==> src/rtl/maze_datapath.sv <==
// maze_datapath: datapath for the maze game controller.
// Holds the player position, key capture, obstacle-map probing, the
// move/freeze timer, the elapsed-seconds counter and the VGA pixel outputs.
// All enable/select strobes come from the controller FSM; this block only
// reports status (win, timer_done, unfrozen, move, obs_*) back to it.
module maze_datapath #(
    parameter int MAX_X        = 159,
    parameter int MAX_Y        = 119,
    parameter int START_X      = 0,
    parameter int START_Y      = 0,
    parameter int END_X        = 159,
    parameter int END_Y        = 119,
    parameter int TICKS        = 5_000_000,
    parameter int FREEZE_TICKS = 25_000_000,
    parameter int SEC_TICKS    = 50_000_000
) (
    input  logic        clk,
    input  logic        resetn,
    input  logic        en_xpos,
    input  logic        en_ypos,
    input  logic [1:0]  s_xpos,
    input  logic [1:0]  s_ypos,
    input  logic        en_key,
    input  logic        s_key,
    input  logic        en_obs,
    input  logic [2:0]  s_obs,
    input  logic [1:0]  s_color,
    input  logic        plot,
    input  logic        en_timer,
    input  logic        s_timer,
    input  logic        en_clockt,
    input  logic        s_clockt,
    input  logic [3:0]  key_in,
    output logic [14:0] map_addr,
    input  logic [1:0]  map_data,
    output logic [2:0]  move,
    output logic        obs_wall,
    output logic        obs_lava,
    output logic        obs_ice,
    output logic        timer_done,
    output logic        unfrozen,
    output logic        win,
    output logic [7:0]  vga_x,
    output logic [6:0]  vga_y,
    output logic [2:0]  vga_colour,
    output logic        vga_plot,
    output logic [7:0]  elapsed_s
);

    // Counter widths sized from the parameters so small values shrink them.
    localparam int TW = $clog2(FREEZE_TICKS + 1);
    localparam int PW = $clog2(SEC_TICKS + 1);

    localparam logic [TW-1:0] TIMER_MAX   = TW'(FREEZE_TICKS - 1);
    localparam logic [TW-1:0] TIMER_DONE  = TW'(TICKS - 1);
    localparam logic [PW-1:0] PRESC_MAX   = PW'(SEC_TICKS - 1);
    localparam logic [14:0]   ROW_W       = 15'(MAX_X + 1);
    localparam logic [14:0]   START_ADDR  = 15'(START_Y * (MAX_X + 1) + START_X);
    localparam logic [7:0]    X_LAST      = 8'(MAX_X);
    localparam logic [6:0]    Y_LAST      = 7'(MAX_Y);

    // Direction codes shared by move and s_obs.
    localparam logic [2:0] DIR_NONE  = 3'd0;
    localparam logic [2:0] DIR_LEFT  = 3'd1;
    localparam logic [2:0] DIR_RIGHT = 3'd2;
    localparam logic [2:0] DIR_UP    = 3'd3;
    localparam logic [2:0] DIR_DOWN  = 3'd4;

    logic [7:0]    xpos;
    logic [6:0]    ypos;
    logic [3:0]    pending;
    logic          oob;
    logic [TW-1:0] timer;
    logic [PW-1:0] prescaler;

    logic [7:0]    tgt_x;
    logic [6:0]    tgt_y;
    logic          tgt_oob;
    logic [14:0]   tgt_addr;

    // Priority among held keys: left, then right, then up, then down.
    function automatic logic [2:0] prio_dir(input logic [3:0] p);
        logic [2:0] d;
        d = DIR_NONE;
        if (p[0])      d = DIR_LEFT;
        else if (p[1]) d = DIR_RIGHT;
        else if (p[2]) d = DIR_UP;
        else if (p[3]) d = DIR_DOWN;
        return d;
    endfunction

    // x position: load start/end or step by one; bounds are the controller's job.
    always_ff @(posedge clk or negedge resetn) begin
        if (!resetn) begin
            xpos <= 8'(START_X);
        end else if (en_xpos) begin
            case (s_xpos)
                2'd0:    xpos <= 8'(START_X);
                2'd1:    xpos <= xpos + 8'd1;
                2'd2:    xpos <= xpos - 8'd1;
                default: xpos <= 8'(END_X);
            endcase
        end
    end

    // y position: same scheme as x.
    always_ff @(posedge clk or negedge resetn) begin
        if (!resetn) begin
            ypos <= 7'(START_Y);
        end else if (en_ypos) begin
            case (s_ypos)
                2'd0:    ypos <= 7'(START_Y);
                2'd1:    ypos <= ypos + 7'd1;
                2'd2:    ypos <= ypos - 7'd1;
                default: ypos <= 7'(END_Y);
            endcase
        end
    end

    // Key capture: keys accumulate in pending until the controller latches one.
    // A key arriving in the latch cycle is not lost; it seeds the next pending.
    always_ff @(posedge clk or negedge resetn) begin
        if (!resetn) begin
            pending <= 4'd0;
            move    <= DIR_NONE;
        end else if (en_key) begin
            if (s_key) begin
                move    <= prio_dir(pending);
                pending <= key_in;
            end else begin
                move    <= DIR_NONE;
                pending <= 4'd0;
            end
        end else begin
            pending <= pending | key_in;
        end
    end

    // Probe target: neighbour cell in direction s_obs, or the current cell
    // (flagged off-grid) when the step would leave the playfield.
    always_comb begin
        tgt_x   = xpos;
        tgt_y   = ypos;
        tgt_oob = 1'b0;
        case (s_obs)
            DIR_LEFT: begin
                if (xpos == 8'd0) tgt_oob = 1'b1;
                else              tgt_x   = xpos - 8'd1;
            end
            DIR_RIGHT: begin
                if (xpos == X_LAST) tgt_oob = 1'b1;
                else                tgt_x   = xpos + 8'd1;
            end
            DIR_UP: begin
                if (ypos == 7'd0) tgt_oob = 1'b1;
                else              tgt_y   = ypos - 7'd1;
            end
            DIR_DOWN: begin
                if (ypos == Y_LAST) tgt_oob = 1'b1;
                else                tgt_y   = ypos + 7'd1;
            end
            default: ;
        endcase
        tgt_addr = 15'(tgt_y) * ROW_W + 15'(tgt_x);
    end

    // Probe address register feeding the synchronous obstacle ROM.
    always_ff @(posedge clk or negedge resetn) begin
        if (!resetn) begin
            map_addr <= START_ADDR;
            oob      <= 1'b0;
        end else if (en_obs) begin
            map_addr <= tgt_addr;
            oob      <= tgt_oob;
        end
    end

    // ROM data arrives one cycle after map_addr; off-grid reads count as wall.
    assign obs_wall = oob | (map_data == 2'b01);
    assign obs_lava = !oob & (map_data == 2'b10);
    assign obs_ice  = !oob & (map_data == 2'b11);

    // Move/freeze timer, saturating so unfrozen stays asserted until cleared.
    always_ff @(posedge clk or negedge resetn) begin
        if (!resetn) begin
            timer <= '0;
        end else if (en_timer) begin
            if (!s_timer)               timer <= '0;
            else if (timer != TIMER_MAX) timer <= timer + 1'b1;
        end
    end

    assign timer_done = (timer >= TIMER_DONE);
    assign unfrozen   = (timer == TIMER_MAX);

    // Elapsed play time: prescaler divides clk into seconds, count saturates at 255.
    always_ff @(posedge clk or negedge resetn) begin
        if (!resetn) begin
            prescaler <= '0;
            elapsed_s <= 8'd0;
        end else if (en_clockt) begin
            if (!s_clockt) begin
                prescaler <= '0;
                elapsed_s <= 8'd0;
            end else if (prescaler == PRESC_MAX) begin
                prescaler <= '0;
                if (elapsed_s != 8'hFF) elapsed_s <= elapsed_s + 8'd1;
            end else begin
                prescaler <= prescaler + 1'b1;
            end
        end
    end

    assign win = (xpos == 8'(END_X)) && (ypos == 7'(END_Y));

    // Pixel outputs follow the registered position directly.
    assign vga_x    = xpos;
    assign vga_y    = ypos;
    assign vga_plot = plot;

    // Colour palette lookup.
    always_comb begin
        vga_colour = 3'b000;
        case (s_color)
            2'd0:    vga_colour = 3'b000;
            2'd1:    vga_colour = 3'b010;
            2'd2:    vga_colour = 3'b011;
            default: vga_colour = 3'b100;
        endcase
    end

endmodule
==> config.mk <==
export PLATFORM = sky130hd
export DESIGN_NAME = maze_datapath
export DESIGN_NICKNAME = d
export VERILOG_FILES = /design/src/rtl/maze_datapath.sv
export SDC_FILE = /design/constraint.sdc
export NUM_CORES = 1
export LEC_CHECK = 0
export CAP_MARGIN = 20
export CORE_MARGIN = 2
export CORE_UTILIZATION = 45
export DETAILED_ROUTE_END_ITERATION = 10
export HOLD_SLACK_MARGIN = 0.15
export PLACE_DENSITY = 0.67
export SLEW_MARGIN = 20
export SYNTH_ARGS = -nofsm -noshare
export SYNTH_HDL_FRONTEND = slang
export SYNTH_SLANG_ARGS = --single-unit
export TNS_END_PERCENT = 30
==> constraint.sdc <==
create_clock -name clk -period 6.6 [get_ports clk]
set_input_delay 1.65 -clock clk [delete_from_list [all_inputs] [get_ports clk]]
set_output_delay 1.65 -clock clk [all_outputs]
set_load 0.005 [all_outputs]
==> results of run 1 <==
## cell usage in the layout (no fill, tap or decap), types with 5 or more instances in the layout
cell type,instances
nor2b_1,9
nor3b_1,5
xor2_1,20
nor3_1,21
a22o_1,6
o2bb2ai_1,5
and3_1,15
clkdlybuf4s50_1,74
dfrtp_1,97
xnor2_1,30
nand2_1,68
inv_1,32
nand3_1,43
ha_1,22
mux2_2,5
nor2_1,82
o31ai_1,7
o221ai_1,8
o21a_1,5
a22oi_1,9
or3_1,12
nand4_1,12
a21oi_1,43
and2_1,7
clkbuf_16,9
o21ai_0,40
a31oi_1,8
or2_2,6
o22ai_1,7
## cells by family after synthesis
family          count (synthesis)  synth area share [%]
compound gates                177                  18.9
buf+inv                        63                  4.06
simple gates                  308                  24.5
flops                          97                  38.8
fa+ha+maj                      24                  5.05
mux                             9                  1.54
xor+xnor                       50                  7.01
## synthesized netlist by cell type (7+ instances only)
| library cell | instances | area, µm² |
|---|---|---|
| and3_1 | 15 | 93.8 |
| nand2_1 | 68 | 255 |
| a21oi_1 | 43 | 215 |
| xnor2_1 | 30 | 263 |
| nor2_1 | 82 | 308 |
| and2_1 | 7 | 43.8 |
| o221ai_1 | 8 | 70.1 |
| dfrtp_1 | 97 | 2430 |
| o31ai_1 | 7 | 52.6 |
| a31oi_1 | 8 | 50.1 |
| a22oi_1 | 9 | 67.6 |
| nor2b_1 | 10 | 62.6 |
| ha_1 | 22 | 275 |
| nand4_1 | 12 | 75.1 |
| clkbuf_1 | 26 | 97.6 |
| inv_1 | 32 | 120 |
| or3_1 | 12 | 75.1 |
| nor3_1 | 21 | 105 |
| o22ai_1 | 7 | 43.8 |
| nand3_1 | 43 | 215 |
| o21ai_0 | 40 | 200 |
| xor2_1 | 20 | 175 |
## layer usage
metal	part of all wire, %	track usage, %	vias to the layer above
met5	0	0	-
met4	1.9	8.26	0
met3	4.8	4.03	24
met2	48	34.5	157
met1	45	26.7	2726
li1	-	-	2748
## worst max-delay path: cells and delay by family
family | cells | cell delay, ps
AO/OA/AOI/OAI | 4 | 820
AND/OR/NAND/NOR | 6 | 1600
XOR/XNOR | 1 | 230
buffers and inverters | 3 | 700
adder cells (fa/ha/maj) | 2 | 760
## worst max path at each step
stage              from                  endpoint  slack, ps  cells after the start
6_report       s_obs[2]  map_addr[13]$_DFFE_PN0P_       1060                     16
5_1_grt        s_obs[2]  map_addr[13]$_DFFE_PN0P_        760                     16
4_1_cts        s_obs[2]  map_addr[13]$_DFFE_PN0P_       1210                     16
3_5_place_dp   s_obs[2]  map_addr[13]$_DFFE_PN0P_        910                     16
3_3_place_gp   s_obs[2]  map_addr[13]$_DFFE_PN0P_       1050                     16
2_1_floorplan  s_obs[0]  map_addr[13]$_DFFE_PN0P_       1980                     14
## sequential cells by signal, indices dropped and copies added, names as in the netlist
signal,cells
vga_y,7
timer,25
elapsed_s,8
prescaler,26
move,3
pending,4
oob,1
map_addr,15
vga_x,8
## power by group through the flow
stage	sequential [mW]	clock (mW)	combinational [mW]
after floorplan	0.740	0	0.478
after global placement	0.788	0	0.701
after detailed placement	0.791	0	0.714
after CTS	0.781	0.556	0.717
after global routing	0.796	0.580	0.793
final	0.782	0.543	0.709
## layout make-up
type | instances | area, µm² | share of cell area (%)
Clock buffer | 9 | 225 | 3.04
Timing Repair Buffer | 77 | 763 | 10.3
Sequential cell | 97 | 2430 | 32.7
Clock inverter | 7 | 81.3 | 1.10
Tap cell | 180 | 225 | 3.04
Inverter | 32 | 120 | 1.62
Multi-Input combinational cell | 568 | 3570 | 48.2
## stage by stage
| step | instance area, µm² | util (%) | instances | hold slack (ps) | worst slack (ps) |
|---|---|---|---|---|---|
| final | 7410 | 54.0 | 970 | 497 | 1060 |
| after global placement | 7100 | 51.8 | 954 | 468 | 1050 |
| after CTS | 7410 | 54.0 | 970 | 493 | 1210 |
| after global routing | 7410 | 54.0 | 970 | 509 | 756 |
| after floorplan | 6250 | - | 728 | 459 | 1980 |
| after detailed placement | 7110 | 51.8 | 954 | 473 | 911 |
==> flow_summary.toml, run 1 <==
[routing]
post_drt_via_cell_ratio = 5.83
drt-wirelength-per-cell_um = 15.2
drc = 0
initialDrtViolationCount = 335
route.antenna.remaining_nets = 0
wirelength_um = 14700
drtPass1Iterations = 7
via_count = 5655

[timing]
hold_viol_final = 0
worstMarginPinSlew_ps = 969
clock_skew_ps = 10.6
max_slew_violation_total_from_the_final_report = 0
worst_slew_margin_rel_pct = 35.4
fin_crit_sh_pct = 84.0
post_route_minimum_period_ps = 5540
achievable-frequency_mhz = 180
setup-violations-final = 0
final.setup.tns_ps = 0
grt_setup_unrepaired = "no"

[grt]
antenna_found_initial = 0
wire_length_of_the_first_global_routing_pass_um = 25000
grt_pass1_vias = 5381
grt-ovfl-total = 0
groute.usage.overall_pct = 20.8
pin_count_of_the_biggest_net_entering_global_routing = 73

[pwr]
power.combinational.fraction_pct = 34.9
worst_ir_drop_vdd_v = 0.000169
total_power_mw = 2.03
switching_share_pct = 35.4
share_clk_of_total_power_pct = 26.7
p_seq_share_pct = 38.4
p_leak_nw = 3.06
netSwitchingPower_mw = 0.720
p_int_mw = 1.31
power_density_mw_per_mm2 = 274

[clock_tree]
clk-insertion-delay-late_ps = 360
cts_tree = "done"
clock_tree.buffer_depth = 2
clockRootBuffer = "clkbuf_16"
post_cts_resize_count = 0
cts-hold-fix-buffers = 0
clk_pin_slew_ps = 80
clock-sinks = 97
postCtsSetupRepairBufs = 0
numCtsBuffers = 9
cts_htree_levels = 3

[setup_path]
r2r_slack_ps = 2550
crit_type = "input port to register"
worst-endpoint-required_ps = 6840
cp_data_arrival_time_ps = 5780
cpPeakStageDelay_ps = 740
crit_path_cell_trace = "clkdlybuf4s50_1 > nor3b_1 > nor2_1 > a21oi_1 > o221ai_1 > o21ai_0 > inv_1 > ha_1 > inv_1 > fa_1 > xnor2_1 > nor2b_1 > nor2b_1 > nand3_1 > nor3_1 > o31ai_1"
rr_startpoint = "vga_y[1]$_DFFE_PN0P_"
cp-end-kind = "register"
worst_case_reg_to_reg_path_depth = 16
worst_setup_path_start_kind = "input port"
highest_delay_cell_along_the_critical_path = "nor3b_1"
worst_r2r_endpoint = "map_addr[13]$_DFFE_PN0P_"
worstPathMaxFanout = 7

[logic_synthesis]
synthesis.instances = 728
yosys_warnings = 0
area_of_the_mapped_netlist_mm2 = 0.00625
postSynthNetCount = 779
synth-seq-cells = 97
ys_dominant_reg_cell = "dfrtp_1"
synth.lib_cells_used.distinct = 71
synthArstFlopShare_pct = 100
synth_area_per_cell_um2 = 8.58
synth-edff-count = 0
synth_sequential_area_ratio_pct = 38.8

[cells_and_area]
antennaDiodeCount = 0
final_nets = 836
num-fill-cells = 1261
drive_above_1_share_pct = 5.32
synthToLayoutAreaGrowth_pct = 18.6

[placement]
placement.io_buffers = 75
finalWeightedCongestion = 0.877
place_hpwl_um = 10600

[run]
cap_viol_max_count = 0

[worst_hold_path]
hp-class = "register to register"
hold_start = "move[1]$_DFFE_PN0P_"
holdPathEnd = "move[1]$_DFFE_PN0P_"
whs_path_depth = 2

[floorplan]
dieHeight_um = 122
core_outline_area_mm2 = 0.0137
die_w_um = 122
floorplan.io_pins = 78
initial_utilization_pct = 45.5
die_area_mm2 = 0.0148
floorplan.rows = 43

[status]
outcome = "completed"
No activity file was read; power rests on OpenSTA's default activity.
==> inputs of run 2 (changes only) <==
==> constraint.sdc (replaced) <==
create_clock -name clk -period 5.8 [get_ports clk]
set_input_delay 1.45 -clock clk [delete_from_list [all_inputs] [get_ports clk]]
set_output_delay 1.45 -clock clk [all_outputs]
set_load 0.005 [all_outputs]
==> run 2 against run 1 <==
First-iteration DRC count fell by 12%. Clock power rose by 18%. Count of clock-buffer cells in the layout did not move. Final cell count did not move. Sequential power rose by 14%.
==> flow_summary.toml, run 2 (synthesized netlist as in run 1, its figures left out) <==
[clock_tree]
clock_tree.buffer_depth = 2
clk_pin_slew_ps = 70
cts_tree = "done"
cts-hold-fix-buffers = 0
clk-insertion-delay-late_ps = 350
postCtsSetupRepairBufs = 0
post_cts_resize_count = 0
clock-sinks = 97
numCtsBuffers = 9
clockRootBuffer = "clkbuf_16"
cts_htree_levels = 3

[setup_path]
worst_r2r_endpoint = "map_addr[13]$_DFFE_PN0P_"
startpoint = "s_obs[2]"
cp-end-kind = "register"
crit_family = "compound AO/OA/AOI/OAI gates"
critical_path_buf_inv_count = 2
crit_type = "input port to register"
worst-endpoint-required_ps = 6040
cpPeakStageDelay_ps = 560
worst_case_reg_to_reg_path_depth = 16
worstPathMaxFanout = 7
r2r_slack_ps = 1780
crit_path_cell_trace = "clkdlybuf4s50_1 > nor3b_1 > buf_4 > nor2_1 > a21oi_1 > o21ai_0 > o21a_1 > o22a_1 > ha_1 > ha_1 > a211o_1 > o21ai_0 > xnor2_1 > and4b_1 > nand3_1 > o221ai_1"
rr_startpoint = "vga_y[0]$_DFFE_PN0P_"
highest_delay_cell_along_the_critical_path = "clkdlybuf4s50_1"
worst_setup_path_start_kind = "input port"
cp_data_arrival_time_ps = 5070

[timing]
clock_skew_ps = 8.67
fin_crit_sh_pct = 83.2
grt_setup_unrepaired = "no"
finalWorstSetupSlack_ps = 975
hold_viol_final = 0
hold_slack_ps = 484
worstMarginPinSlew_ps = 1010
achievable-frequency_mhz = 207
setup-violations-final = 0
max_slew_violation_total_from_the_final_report = 0
worst_slew_margin_rel_pct = 32.8
final.setup.tns_ps = 0
post_route_minimum_period_ps = 4830

[placement]
finalWeightedCongestion = 0.889
pre_cts_slack_ps = 638
placement.io_buffers = 75
place_hpwl_um = 10600

[pwr]
worst_ir_drop_vdd_v = 0.000158
p_leak_nw = 3.07
total_power_mw = 2.34
power_density_mw_per_mm2 = 315

[cells_and_area]
antennaDiodeCount = 0
synthToLayoutAreaGrowth_pct = 18.9
final_core_utilization_pct = 54.2
regMostFlops = "prescaler"
largest_register_ffs = 26
mostFrequentLayoutCell = "dfrtp_1"
drive_above_1_share_pct = 5.32
largest_registers = "prescaler (26), timer (25), map_addr (15)"
final_nets = 837
commonest_cells_after_routing_fill_and_taps_aside = "97 x dfrtp_1, 82 x nor2_1, 74 x clkdlybuf4s50_1"

[grt]
wire_length_of_the_first_global_routing_pass_um = 25100
grtUsageMet3_pct = 3.32
grt_use_met1_pct = 27.4
grt_util_met2_pct = 34.3
antenna_found_initial = 0
groute.usage.overall_pct = 20.6
global_route_hottest_layer = "met2"
grt-ovfl-total = 0
pin_count_of_the_biggest_net_entering_global_routing = 58
grt_pass1_vias = 5315

[routing]
drtPass1Iterations = 4
wirelength_um = 14800
via_count = 5571
drc = 0
post_drt_via_cell_ratio = 5.74
drt-wirelength-per-cell_um = 15.2
initialDrtViolationCount = 294
route.antenna.remaining_nets = 0

[floorplan]
core_outline_area_mm2 = 0.0137
floorplan.rows = 43
die_w_um = 122
die_area_mm2 = 0.0148
floorplan.io_pins = 78
dieHeight_um = 122
initial_utilization_pct = 45.5

[worst_hold_path]
holdPathEnd = "move[1]$_DFFE_PN0P_"
whs_path_depth = 2
hp-class = "register to register"
hold_start = "move[1]$_DFFE_PN0P_"

[run]
cap_viol_max_count = 0

[status]
outcome = "completed"
[run 2: worst max-delay path by stage]
stage                               end  slack (ps)  cells past startpoint
2_1_floorplan  map_addr[13]$_DFFE_PN0P_        1380                     14
3_3_place_gp   map_addr[13]$_DFFE_PN0P_         780                     17
4_1_cts        map_addr[14]$_DFFE_PN0P_         990                     16
5_1_grt        map_addr[14]$_DFFE_PN0P_         640                     16
3_5_place_dp   map_addr[14]$_DFFE_PN0P_         640                     16
6_report       map_addr[14]$_DFFE_PN0P_         970                     16
[run 2: per-stage QoR]
| step | area (µm²) | cells |
|---|---|---|
| after global placement | 7110 | 955 |
| after detailed placement | 7110 | 955 |
| after CTS | 7430 | 970 |
| after floorplan | 6250 | 728 |
| after global routing | 7430 | 970 |
| final | 7430 | 970 |
[run 2: worst register-to-register path: stages (launching register included)]
cell,delay (ps)
dfrtp_1,470
inv_1,140
ha_1,140
or4b_1,470
o21a_1,260
a221o_1,360
nand2_1,70
a21oi_1,90
ha_1,320
inv_1,60
fa_1,470
nand2b_1,170
o2bb2ai_1,150
xnor2_1,260
nand3_1,140
nor3_1,210
o31ai_1,100
[run 2: cell type report]
type                    instances  area, µm²
clock buffers                   9        225
repair buffers                 78        771
flip-flops and latches         97       2430
fillers                      1273       6290
well taps                     180        225
multi-input cells             568       3570
clock inverters                 6       91.3
inverters                      32        120
[run 2: layer usage]
layer	part of all wire, %	vias up	wire length [µm]
li1	-	2750	-
met1	46	2674	6790
met3	4.5	14	664
met5	0	-	0
met4	1.4	0	211
met2	48	133	7090
[run 2: where the power goes]
group / internal, mW / switching, mW
clock: 0.378 / 0.261
sequential: 0.763 / 0.127
combinational: 0.426 / 0.388
total: 1.57 / 0.776
